<file path="config.mk">
export PLATFORM = sky130hd
export DESIGN_NAME = pixel_generator
export DESIGN_NICKNAME = d
export VERILOG_FILES = /design/src/rtl/pixel_generator.sv
export SDC_FILE = /design/constraint.sdc
export NUM_CORES = 1
export LEC_CHECK = 0
export ABC_AREA = 0
export ABC_CLOCK_PERIOD_IN_PS = 5300
export CORE_AREA = 2 2 267 216
export CTS_BUF_LIST = sky130_fd_sc_hd__clkbuf_4
export CTS_CLUSTER_SIZE = 40
export DETAILED_ROUTE_END_ITERATION = 10
export DIE_AREA = 0 0 269 218
export PLACE_DENSITY_LB_ADDON = 0.12
export SKIP_CTS_REPAIR_TIMING = 1
export SLEW_MARGIN = 20
export SYNTH_ARGS = -nofsm -noshare
export SYNTH_HDL_FRONTEND = slang
export SYNTH_SLANG_ARGS = --single-unit
</file>
<file path="constraint.sdc">
create_clock -name out_stream_aclk -period 5.3 [get_ports out_stream_aclk]
set_input_delay 1.06 -clock out_stream_aclk [delete_from_list [all_inputs] [get_ports out_stream_aclk]]
set_output_delay 1.06 -clock out_stream_aclk [all_outputs]
set_load 0.05 [all_outputs]
</file>
<file path="src/rtl/pixel_generator.sv">
// Synthetic RGB888 video source: packs 4 pixels into 3 32-bit AXI4-Stream words,
// flags start-of-frame on tuser and end-of-line on tlast, and exposes a small
// AXI4-Lite register bank (REG0[7:0] selects the blue level, latched per frame).
module pixel_generator #(
    parameter int X_PIXELS  = 200,
    parameter int Y_LINES   = 200,
    parameter int REG_COUNT = 8
) (
    input  logic        out_stream_aclk,
    input  logic        s_axi_lite_aclk,
    input  logic        axi_resetn,
    input  logic        periph_resetn,

    output logic [31:0] out_stream_tdata,
    output logic [3:0]  out_stream_tkeep,
    output logic        out_stream_tlast,
    output logic        out_stream_tuser,
    output logic        out_stream_tvalid,
    input  logic        out_stream_tready,

    input  logic [7:0]  s_axi_lite_awaddr,
    input  logic        s_axi_lite_awvalid,
    output logic        s_axi_lite_awready,
    input  logic [31:0] s_axi_lite_wdata,
    input  logic        s_axi_lite_wvalid,
    output logic        s_axi_lite_wready,
    output logic [1:0]  s_axi_lite_bresp,
    output logic        s_axi_lite_bvalid,
    input  logic        s_axi_lite_bready,
    input  logic [7:0]  s_axi_lite_araddr,
    input  logic        s_axi_lite_arvalid,
    output logic        s_axi_lite_arready,
    output logic [31:0] s_axi_lite_rdata,
    output logic [1:0]  s_axi_lite_rresp,
    output logic        s_axi_lite_rvalid,
    input  logic        s_axi_lite_rready
);

    localparam int WPL = X_PIXELS * 3 / 4;
    localparam int IW  = $clog2(REG_COUNT);

    // Both reset inputs are active-high despite their names; either one resets the block.
    logic rst;
    assign rst = axi_resetn | periph_resetn;

    // The AXI-Lite clock input is the same net as the stream clock; it is not used here.
    logic unused_ok;
    assign unused_ok = ^{s_axi_lite_aclk, s_axi_lite_awaddr, s_axi_lite_araddr};

    logic [31:0] regs [REG_COUNT];

    // Stream state: counters describe the word that will be loaded next.
    logic [15:0] x_cnt;
    logic [15:0] y_cnt;
    logic [15:0] base_px;
    logic [1:0]  phase;
    logic [7:0]  blue_frame;

    logic [31:0] data_p0;
    logic        vld_p0;
    logic        last_p0;
    logic        user_p0;

    logic        load;
    logic        first_word;
    logic        last_word;
    logic [7:0]  blue_cur;

    // Pack one word of the R,G,B byte stream; px is the x-coordinate of the group's first pixel.
    function automatic logic [31:0] pack_word(input logic [1:0] ph, input logic [7:0] px,
                                              input logic [7:0] g, input logic [7:0] b);
        logic [7:0] r0, r1, r2, r3;
        logic [31:0] w;
        r0 = px;
        r1 = px + 8'd1;
        r2 = px + 8'd2;
        r3 = px + 8'd3;
        case (ph)
            2'd0:    w = {r1, b, g, r0};
            2'd1:    w = {g, r2, b, g};
            default: w = {b, g, r3, b};
        endcase
        return w;
    endfunction

    assign load       = !vld_p0 || out_stream_tready;
    assign first_word = (x_cnt == 16'd0) && (y_cnt == 16'd0);
    assign last_word  = (x_cnt == 16'(WPL - 1));
    // The start-of-frame word already uses the freshly sampled blue value.
    assign blue_cur   = first_word ? regs[0][7:0] : blue_frame;

    // Output word register and raster counters; advance only when the slot is free.
    always_ff @(posedge out_stream_aclk) begin
        if (rst) begin
            vld_p0     <= 1'b0;
            data_p0    <= '0;
            last_p0    <= 1'b0;
            user_p0    <= 1'b0;
            x_cnt      <= '0;
            y_cnt      <= '0;
            base_px    <= '0;
            phase      <= '0;
            blue_frame <= '0;
        end else if (load) begin
            vld_p0  <= 1'b1;
            data_p0 <= pack_word(phase, base_px[7:0], y_cnt[7:0], blue_cur);
            last_p0 <= last_word;
            user_p0 <= first_word;
            if (first_word) begin
                blue_frame <= regs[0][7:0];
            end
            if (last_word) begin
                x_cnt   <= '0;
                phase   <= '0;
                base_px <= '0;
                y_cnt   <= (y_cnt == 16'(Y_LINES - 1)) ? 16'd0 : y_cnt + 16'd1;
            end else begin
                x_cnt <= x_cnt + 16'd1;
                if (phase == 2'd2) begin
                    phase   <= '0;
                    base_px <= base_px + 16'd4;
                end else begin
                    phase <= phase + 2'd1;
                end
            end
        end
    end

    assign out_stream_tdata  = data_p0;
    assign out_stream_tvalid = vld_p0;
    assign out_stream_tlast  = last_p0;
    assign out_stream_tuser  = user_p0;
    assign out_stream_tkeep  = 4'hF;

    logic [IW-1:0] widx;
    logic [IW-1:0] ridx;
    assign widx = s_axi_lite_awaddr[IW+1:2];
    assign ridx = s_axi_lite_araddr[IW+1:2];

    // Write channel: one-cycle ready pulse, register update on the handshake, hold bvalid until bready.
    always_ff @(posedge out_stream_aclk) begin
        if (rst) begin
            s_axi_lite_awready <= 1'b0;
            s_axi_lite_wready  <= 1'b0;
            s_axi_lite_bvalid  <= 1'b0;
            s_axi_lite_bresp   <= 2'b00;
            for (int i = 0; i < REG_COUNT; i++) begin
                regs[i] <= '0;
            end
        end else begin
            if (!s_axi_lite_awready && !s_axi_lite_bvalid &&
                s_axi_lite_awvalid && s_axi_lite_wvalid) begin
                s_axi_lite_awready <= 1'b1;
                s_axi_lite_wready  <= 1'b1;
            end else begin
                s_axi_lite_awready <= 1'b0;
                s_axi_lite_wready  <= 1'b0;
            end
            if (s_axi_lite_awready && s_axi_lite_awvalid && s_axi_lite_wvalid) begin
                regs[widx]        <= s_axi_lite_wdata;
                s_axi_lite_bvalid <= 1'b1;
                s_axi_lite_bresp  <= 2'b00;
            end else if (s_axi_lite_bvalid && s_axi_lite_bready) begin
                s_axi_lite_bvalid <= 1'b0;
            end
        end
    end

    // Read channel: one-cycle arready pulse, data captured on the handshake (pre-write value).
    always_ff @(posedge out_stream_aclk) begin
        if (rst) begin
            s_axi_lite_arready <= 1'b0;
            s_axi_lite_rvalid  <= 1'b0;
            s_axi_lite_rdata   <= '0;
            s_axi_lite_rresp   <= 2'b00;
        end else begin
            s_axi_lite_arready <= !s_axi_lite_arready && !s_axi_lite_rvalid && s_axi_lite_arvalid;
            if (s_axi_lite_arready && s_axi_lite_arvalid) begin
                s_axi_lite_rdata  <= regs[ridx];
                s_axi_lite_rvalid <= 1'b1;
                s_axi_lite_rresp  <= 2'b00;
            end else if (s_axi_lite_rvalid && s_axi_lite_rready) begin
                s_axi_lite_rvalid <= 1'b0;
            end
        end
    end

endmodule

</file>
[Word level (Yosys, flattened, before mapping)]
Memories as Yosys holds them, arrays and structs flattened. A register that Yosys moved wholly into a read port is not among the register bits.
Cells that the tools add are included.
Word-level totals
  register bits after elaboration: 97
  memory bits (writable): 256
  input port bits: 58
  output and inout port bits: 80
  word-level logic and storage cells: 73
  memories kept: 1
Memory list
  regs: words 8, bits a word 32, read ports 2, clocked after memory_dff 1, wr ports 8, RTL line 50  | logic [31:0] regs [REG_COUNT];
Operators by class
  add/subtract/negate cells: 7
  equality and inequality tests: 4
  mux-type cells: 21
  bitwise gates (word level): 1
  reduce and logical (&&, ||, !) cells: 26
Operators by type and width (number)
  two-way mux 16 bit: 4
  case mux 32 bit (2 select lines): 1
  adder 16 x 1 -> 16 bit (second input constant): 2
  equality test 16 x 8 -> 1 bit (second input constant): 2
  zero test 16 bit: 2
  two-way mux 32 bit: 1
  OR reduction 32 bit: 1
  adder 16 x 3 -> 16 bit (second input constant): 1
  adder 8 x 2 -> 8 bit (second input constant): 2
  logical AND 1 bit: 11
  two-way mux 1 bit: 11
  adder 8 x 1 -> 8 bit (second input constant): 1
  two-way mux 8 bit: 1
  nonzero test 2 bit: 3
  zero test 1 bit: 5
  two-way mux 2 bit: 2
  AND reduction 2 bit: 2
  two-way mux 3 bit: 1
  adder 2 x 1 -> 2 bit (second input constant): 1
  equality test 2 x 1 -> 1 bit (second input constant): 1
  equality test 2 bit (second input constant): 1
  zero test 2 bit: 1
  logical OR 1 bit: 1
  bitwise OR 1 bit: 1

[Logic depth before layout (Yosys ltp)]
Gate-level depths: netlist (run 1).
  depth in word-level cells: 7
  mapped depth: 9
  gate-level depth less buffers: 7

[Worst setup path after synthesis (run 1)]
OpenSTA, ideal clock, no wires.
  kind: input to register
  start point: input periph_resetn
  end point: memory regs[4][0], enable pin
  data arrival time: 4.232 ns
  data required time: 4.834 ns
  setup slack: 0.603 ns
  stages on the path: 5
  buffers on the path: 2
  cell sequence: or2_1 -> clkbuf_1 -> or3_1 -> buf_2 -> o21ai_0
RTL lines
  start: declaration: RTL line 12  | input logic periph_resetn,
  end: declaration: RTL line 50

==> results of run 1 <==
[flip-flops by register name, indices dropped and copies added (netlist names)]
| signal | count |
|---|---|
| regs | 256 |
| out_stream_tdata | 32 |
| s_axi_lite_rdata | 32 |
| x_cnt | 16 |
| y_cnt | 16 |
| blue_frame | 8 |
| base_px | 6 |
| phase | 2 |
| out_stream_tlast | 1 |
| out_stream_tuser | 1 |
| out_stream_tvalid | 1 |
| s_axi_lite_arready | 1 |
| s_axi_lite_bvalid | 1 |
| s_axi_lite_rvalid | 1 |
| s_axi_lite_wready | 1 |
[through the flow]
step	std cells	setup slack, ns	power, mW	utilization, %	area, sq um
after floorplan	1278	0.6025	3.564	-	16640
after global placement	2087	1.077	3.751	33.32	18700
after detailed placement	2087	1.049	3.754	33.32	18700
after CTS	2278	1.924	6.562	35.80	20090
after global routing	2283	2.007	6.747	35.82	20100
final	2286	2.071	6.449	35.84	20110
[routing by layer]
layer / global-route usage (%) / part of all wire [%] / vias to the layer above
met3: 3.568 / 4.5 / 75
li1: - / - / 5032
met5: 0 / 0.028 / -
met2: 23.64 / 44 / 238
met1: 23.68 / 50 / 5207
met4: 4.593 / 1.6 / 2
[cell type report]
type | instances | area share [%]
Antenna cell | 8 | 0.09955
Timing Repair Buffer | 149 | 7.218
Sequential cell | 375 | 50.07
Tap cell | 760 | 4.729
Inverter | 16 | 0.2987
Multi-Input combinational cell | 787 | 30.66
Clock inverter | 21 | 0.5786
Clock buffer | 170 | 6.346
[cells by family (layout without fill, tap and decap cells)]
group | Yosys count | count (layout) | synth area share (%)
AOI/OAI and AO/OA | 153 | 153 | 5.789
xor gates and xnor gates | 28 | 28 | 1.476
adders and majority gates | 6 | 6 | 0.4517
buffers and inverters | 116 | 356 | 3.154
DFF | 375 | 375 | 60.59
muxes | 120 | 120 | 12.14
other | 2 | 16 | 0.04519
and+or+nand+nor | 472 | 472 | 16.35
[worst max-delay path, cell delays in order]
cell             delay, ns
clkdlybuf4s50_1       0.40
or2_4                 0.36
or3_1                 0.64
nor3_4                0.21
nand2b_2              0.62
buf_4                 0.37
[cell usage after synthesis (21+ instances only)]
cell type	number
a211oi_1	33
a21oi_1	44
and2_1	258
clkbuf_1	57
dfxtp_1	119
edfxtp_1	256
mux2i_1	51
mux4_2	64
nand2_1	24
nor2_1	91
nor3_1	27
o21ai_0	37
xnor2_1	21
[worst paths after layout]
kind                                        start           endpoint  slack, ns  depth (start not counted)
worst max-delay path                periph_resetn         regs[0][3]       2.07                          6
worst max register to register  s_axi_lite_wready         regs[0][3]       2.65                          5
worst min-delay path            s_axi_lite_bvalid  s_axi_lite_wready       0.45                          1
worst min register to register  s_axi_lite_bvalid  s_axi_lite_wready       0.45                          1
[where the power goes]
part / switching (mW) / total, mW / internal [mW]
registers: 0.0339 / 3.24 / 3.21
clock network: 1.28 / 2.77 / 1.49
logic: 0.273 / 0.438 / 0.165
total: 1.58 / 6.45 / 4.86
==> key figures, run 1 <==
Synth
  – Area leader, netlist: edfxtp_1
  – Share of the synthesized area in the top cell type: 46.25%
  – Mapped cell area: 0.01662 sq mm
  – Top_reg_cell synth: edfxtp_1
  – Yosys reg bits: 375
  – Synth cell types: 61
  – Synth warnings: 0
  – Synth top area cells: edfxtp_1, dfxtp_1, and2_1
  – Sequential share of the synthesized area: 60.59%
  – Syn_area_per_cell: 13.07 sq um
  – Cells after synthesis: 1272
  – Post-synthesis async set-or-reset flop share: 0%
  – EDFF count, synth: 256

Clock network
  – CTS Buf Count: 104
  – Clock slew at the register clock pins of the worst setup and hold paths: 0.08 ns
  – Clock Tree Root: clkbuf_4
  – CTS sink cnt: 375
  – Worst skew pair latency: 0.83 ns
  – CTS tree: yes
  – Clk buf depth: 3
  – H-Tree Depth: 3

STA
  – Setup TNS: 0 ns
  – Final hold violations: 0
  – Min Hold Slack: 0.4513 ns
  – Slew Limit Headroom: 25.44%
  – RSZ-0062 raised after global routing: false
  – Fin crit share: 60.93%
  – Setup violators final: 0
  – Fmax: 309.7 MHz
  – Slew Limit Fails: 0
  – Clock Skews: 0.06207 ns
  – Measured slew at the worst slew-check pin: 1.112 ns
  – Fin crit period: 3.229 ns

Outcome
  – Status: finished, final reports clean

Drt
  – DR vias: 10554
  – Detailed-route wire length: 46090 microns
  – DR DRC count: 0
  – DR iter-0 viols: 667
  – Drt first pass iters: 5
  – Drt via density: 4.617
  – Routed len/inst: 20.16 microns
  – Post-route ant nets: 0

Global route
  – Initial antenna violation count: 4
  – Vias in the first global route: 11002
  – Largest net degree at the start of global routing: 37
  – GRT overflow: 0
  – First-pass GRT wire length: 70020 microns
  – GRT Total Usage: 16.11%

Power and ir drop
  – Maximum VDD drop: 0.1345 mV
  – Power per cell area: 320.7 mW/mm^2
  – Pleak: 7.307 nW

Final layout
  – Commonest non-fill, non-tap cells in the layout: and2_1, edfxtp_1, clkbuf_4
  – Most common cell after layout, fill and taps aside: and2_1
  – Layout area overhead: 21.00%
  – Layout cells sized above 1: 20.55%
  – Area of the multi-input gates: 0.006165 sq mm
  – Register area: 0.01007 sq mm
  – Final nets: 1497
  – Fill cell count: 5497

Critical path
  – Critical Path RT: 5.77 ns
  – Max FO, Critical Path: 19
  – WP data arrival: 3.70 ns
  – Crit path launch type: input port
  – Crit. End Element: flop
  – Setup CP Type: in2reg

Floorplanning
  – Die H: 218 microns
  – Die footprint: 0.05864 sq mm
  – IO Pins: 138
  – Initial Util: 29.62%
  – Core footprint: 0.05612 sq mm
  – Die W: 269 microns
  – Placement Rows: 78

Placement
  – Number of port buffers: 118
  – Dpl hpwl: 26610 microns
  – GP Congestion: 0.7310

Worst hold path
  – Min-delay worst type: reg2reg

Flow run
  – Maximum capacitance violations: 0
(Power assumes the default switching activity.)
==> inputs of run 2 (changes only) <==
--- a/config.mk
+++ b/config.mk
@@ -6,7 +6,7 @@
 export NUM_CORES = 1
 export LEC_CHECK = 0
 export ABC_AREA = 0
-export ABC_CLOCK_PERIOD_IN_PS = 5300
+export ABC_CLOCK_PERIOD_IN_PS = 2950
 export CORE_AREA = 2 2 267 216
 export CTS_BUF_LIST = sky130_fd_sc_hd__clkbuf_4
 export CTS_CLUSTER_SIZE = 40
==> constraint.sdc (replaced) <==
create_clock -name out_stream_aclk -period 2.95 [get_ports out_stream_aclk]
set_input_delay 0.59 -clock out_stream_aclk [delete_from_list [all_inputs] [get_ports out_stream_aclk]]
set_output_delay 0.59 -clock out_stream_aclk [all_outputs]
set_load 0.05 [all_outputs]
==> key figures, run 2 (same netlist as run 1, synthesis figures left out) <==
Outcome
  – Status: finished, final reports clean

STA
  – RSZ-0062 raised after global routing: false
  – Fin crit share: 91.68%
  – Fin crit period: 2.705 ns
  – Clock Skews: 0.06182 ns
  – Final hold violations: 0
  – Setup violators final: 0
  – Fmax: 369.7 MHz
  – Measured slew at the worst slew-check pin: 0.7649 ns
  – Slew Limit Headroom: 49.01%
  – Slew Limit Fails: 0

Clock network
  – Worst skew pair latency: 0.86 ns
  – Clk buf depth: 3
  – Clock slew at the register clock pins of the worst setup and hold paths: 0.06 ns
  – H-Tree Depth: 3
  – CTS sink cnt: 375
  – CTS Buf Count: 102
  – Clock Tree Root: clkbuf_4
  – CTS tree: yes

Power and ir drop
  – Pleak: 7.497 nW
  – Power Total: 11.46 mW
  – Maximum VDD drop: 0.2161 mV
  – Power per cell area: 559.3 mW/mm^2

Placement
  – Post-placement cell count: 2116
  – Number of port buffers: 118
  – Dpl hpwl: 27560 microns
  – GP Congestion: 0.7427

Critical path
  – R2R depth: 7
  – Crit. path cell count: 1
  – Max FO, Critical Path: 4
  – Critical Path RT: 2.36 ns
  – Slowest cell on the critical path: clkdlybuf4s50_1
  – Crit. End Element: output port
  – Crit path buf inv count: 1
  – Cell Chain, Critical Path: clkdlybuf4s50_1
  – CP max stage delay: 0.85 ns
  – WP data arrival: 2.11 ns
  – Setup CP Type: reg2out
  – Kind of cell adding the most delay to the critical path: buffers and inverters
  – Crit path launch type: flop

Floorplanning
  – Die H: 218 microns
  – Placement Rows: 78
  – IO Pins: 138
  – Die W: 269 microns
  – Die footprint: 0.05864 sq mm
  – Core footprint: 0.05612 sq mm
  – Initial Util: 29.62%

Drt
  – Detailed-route wire length: 45730 microns
  – DR iter-0 viols: 593
  – Routed len/inst: 19.80 microns
  – DR DRC count: 0
  – Drt first pass iters: 5
  – Drt via density: 4.622
  – Post-route ant nets: 0
  – DR vias: 10677

Final layout
  – Largest register FFs: 256
  – Register area: 0.01007 sq mm
  – Fin cells: 2310
  – Most flops, register: regs
  – Most common cell after layout, fill and taps aside: and2_1
  – Commonest non-fill, non-tap cells in the layout: and2_1, edfxtp_1, clkbuf_4
  – Fill cell count: 5492
  – Area of the multi-input gates: 0.006150 sq mm
  – Layout cells sized above 1: 21.96%
  – Core Util, Final: 36.50%
  – Final nets: 1524
  – Layout area overhead: 23.25%

Worst hold path
  – Min-delay worst type: in2reg
  – Worst hold stages: 3

Global route
  – First-pass GRT wire length: 69560 microns
  – GRT Total Usage: 16.02%
  – Vias in the first global route: 11132
  – GRT overflow: 0
  – Largest net degree at the start of global routing: 53
  – Initial antenna violation count: 5

Flow run
  – Maximum capacitance violations: 0
[run 2: cell count changes in the layout (fill, tap and decap cells not counted), sizes merged]
cell,before,now
buf,34,63
clkinvlp,1,2
clkinv,17,14
bufinv,1,0
diode,8,6
[run 2: final cells by class]
type                            count  share of cell area [%]
Clock buffer                      170                   6.231
Multi-Input combinational cell    787                   30.02
Clock inverter                     18                  0.3909
Sequential cell                   375                   49.16
Antenna cell                        6                 0.07330
Timing Repair Buffer              178                   9.187
Tap cell                          760                   4.642
Inverter                           16                  0.2932
[run 2: power by group]
| group | switching, mW | leakage, nW | total, mW | internal [mW] |
|---|---|---|---|---|
| clock network | 2.22 | 0.815 | 4.80 | 2.58 |
| registers | 0.0608 | 3.81 | 5.83 | 5.76 |
| logic | 0.498 | 2.87 | 0.830 | 0.332 |
| total | 2.78 | 7.50 | 11.5 | 8.68 |
[run 2: path summary, 6_finish.rpt]
path	start	endpoint	slack, ns
min	s_axi_lite_araddr[3]	s_axi_lite_rdata[5]	0.29
max	s_axi_lite_wready	s_axi_lite_wready	0.25
min reg2reg	out_stream_tlast	out_stream_tlast	0.46
max reg2reg	y_cnt[0]	out_stream_tdata[8]	0.75
[run 2: through the flow]
step                      worst slack [ns]  setup TNS, ns  hold slack [ns]  area [sq um]
after global placement              0.2111              0           0.4364         19110
after detailed placement            0.2026              0           0.4385         19110
after floorplan                    -0.4116         -39.14           0.4609         16650
after CTS                           0.1528              0           0.1849         20470
final                               0.2454              0           0.2891         20480
after global routing               0.08709              0           0.2147         20480
[run 2: per-layer routing]
layer | share of wire [%] | track usage [%] | vias up
met4 | 1.9 | 4.870 | 4
met1 | 48 | 22.53 | 5259
met2 | 45 | 24.27 | 246
met5 | 0.048 | 0 | -
li1 | - | - | 5092
met3 | 4.7 | 3.963 | 76
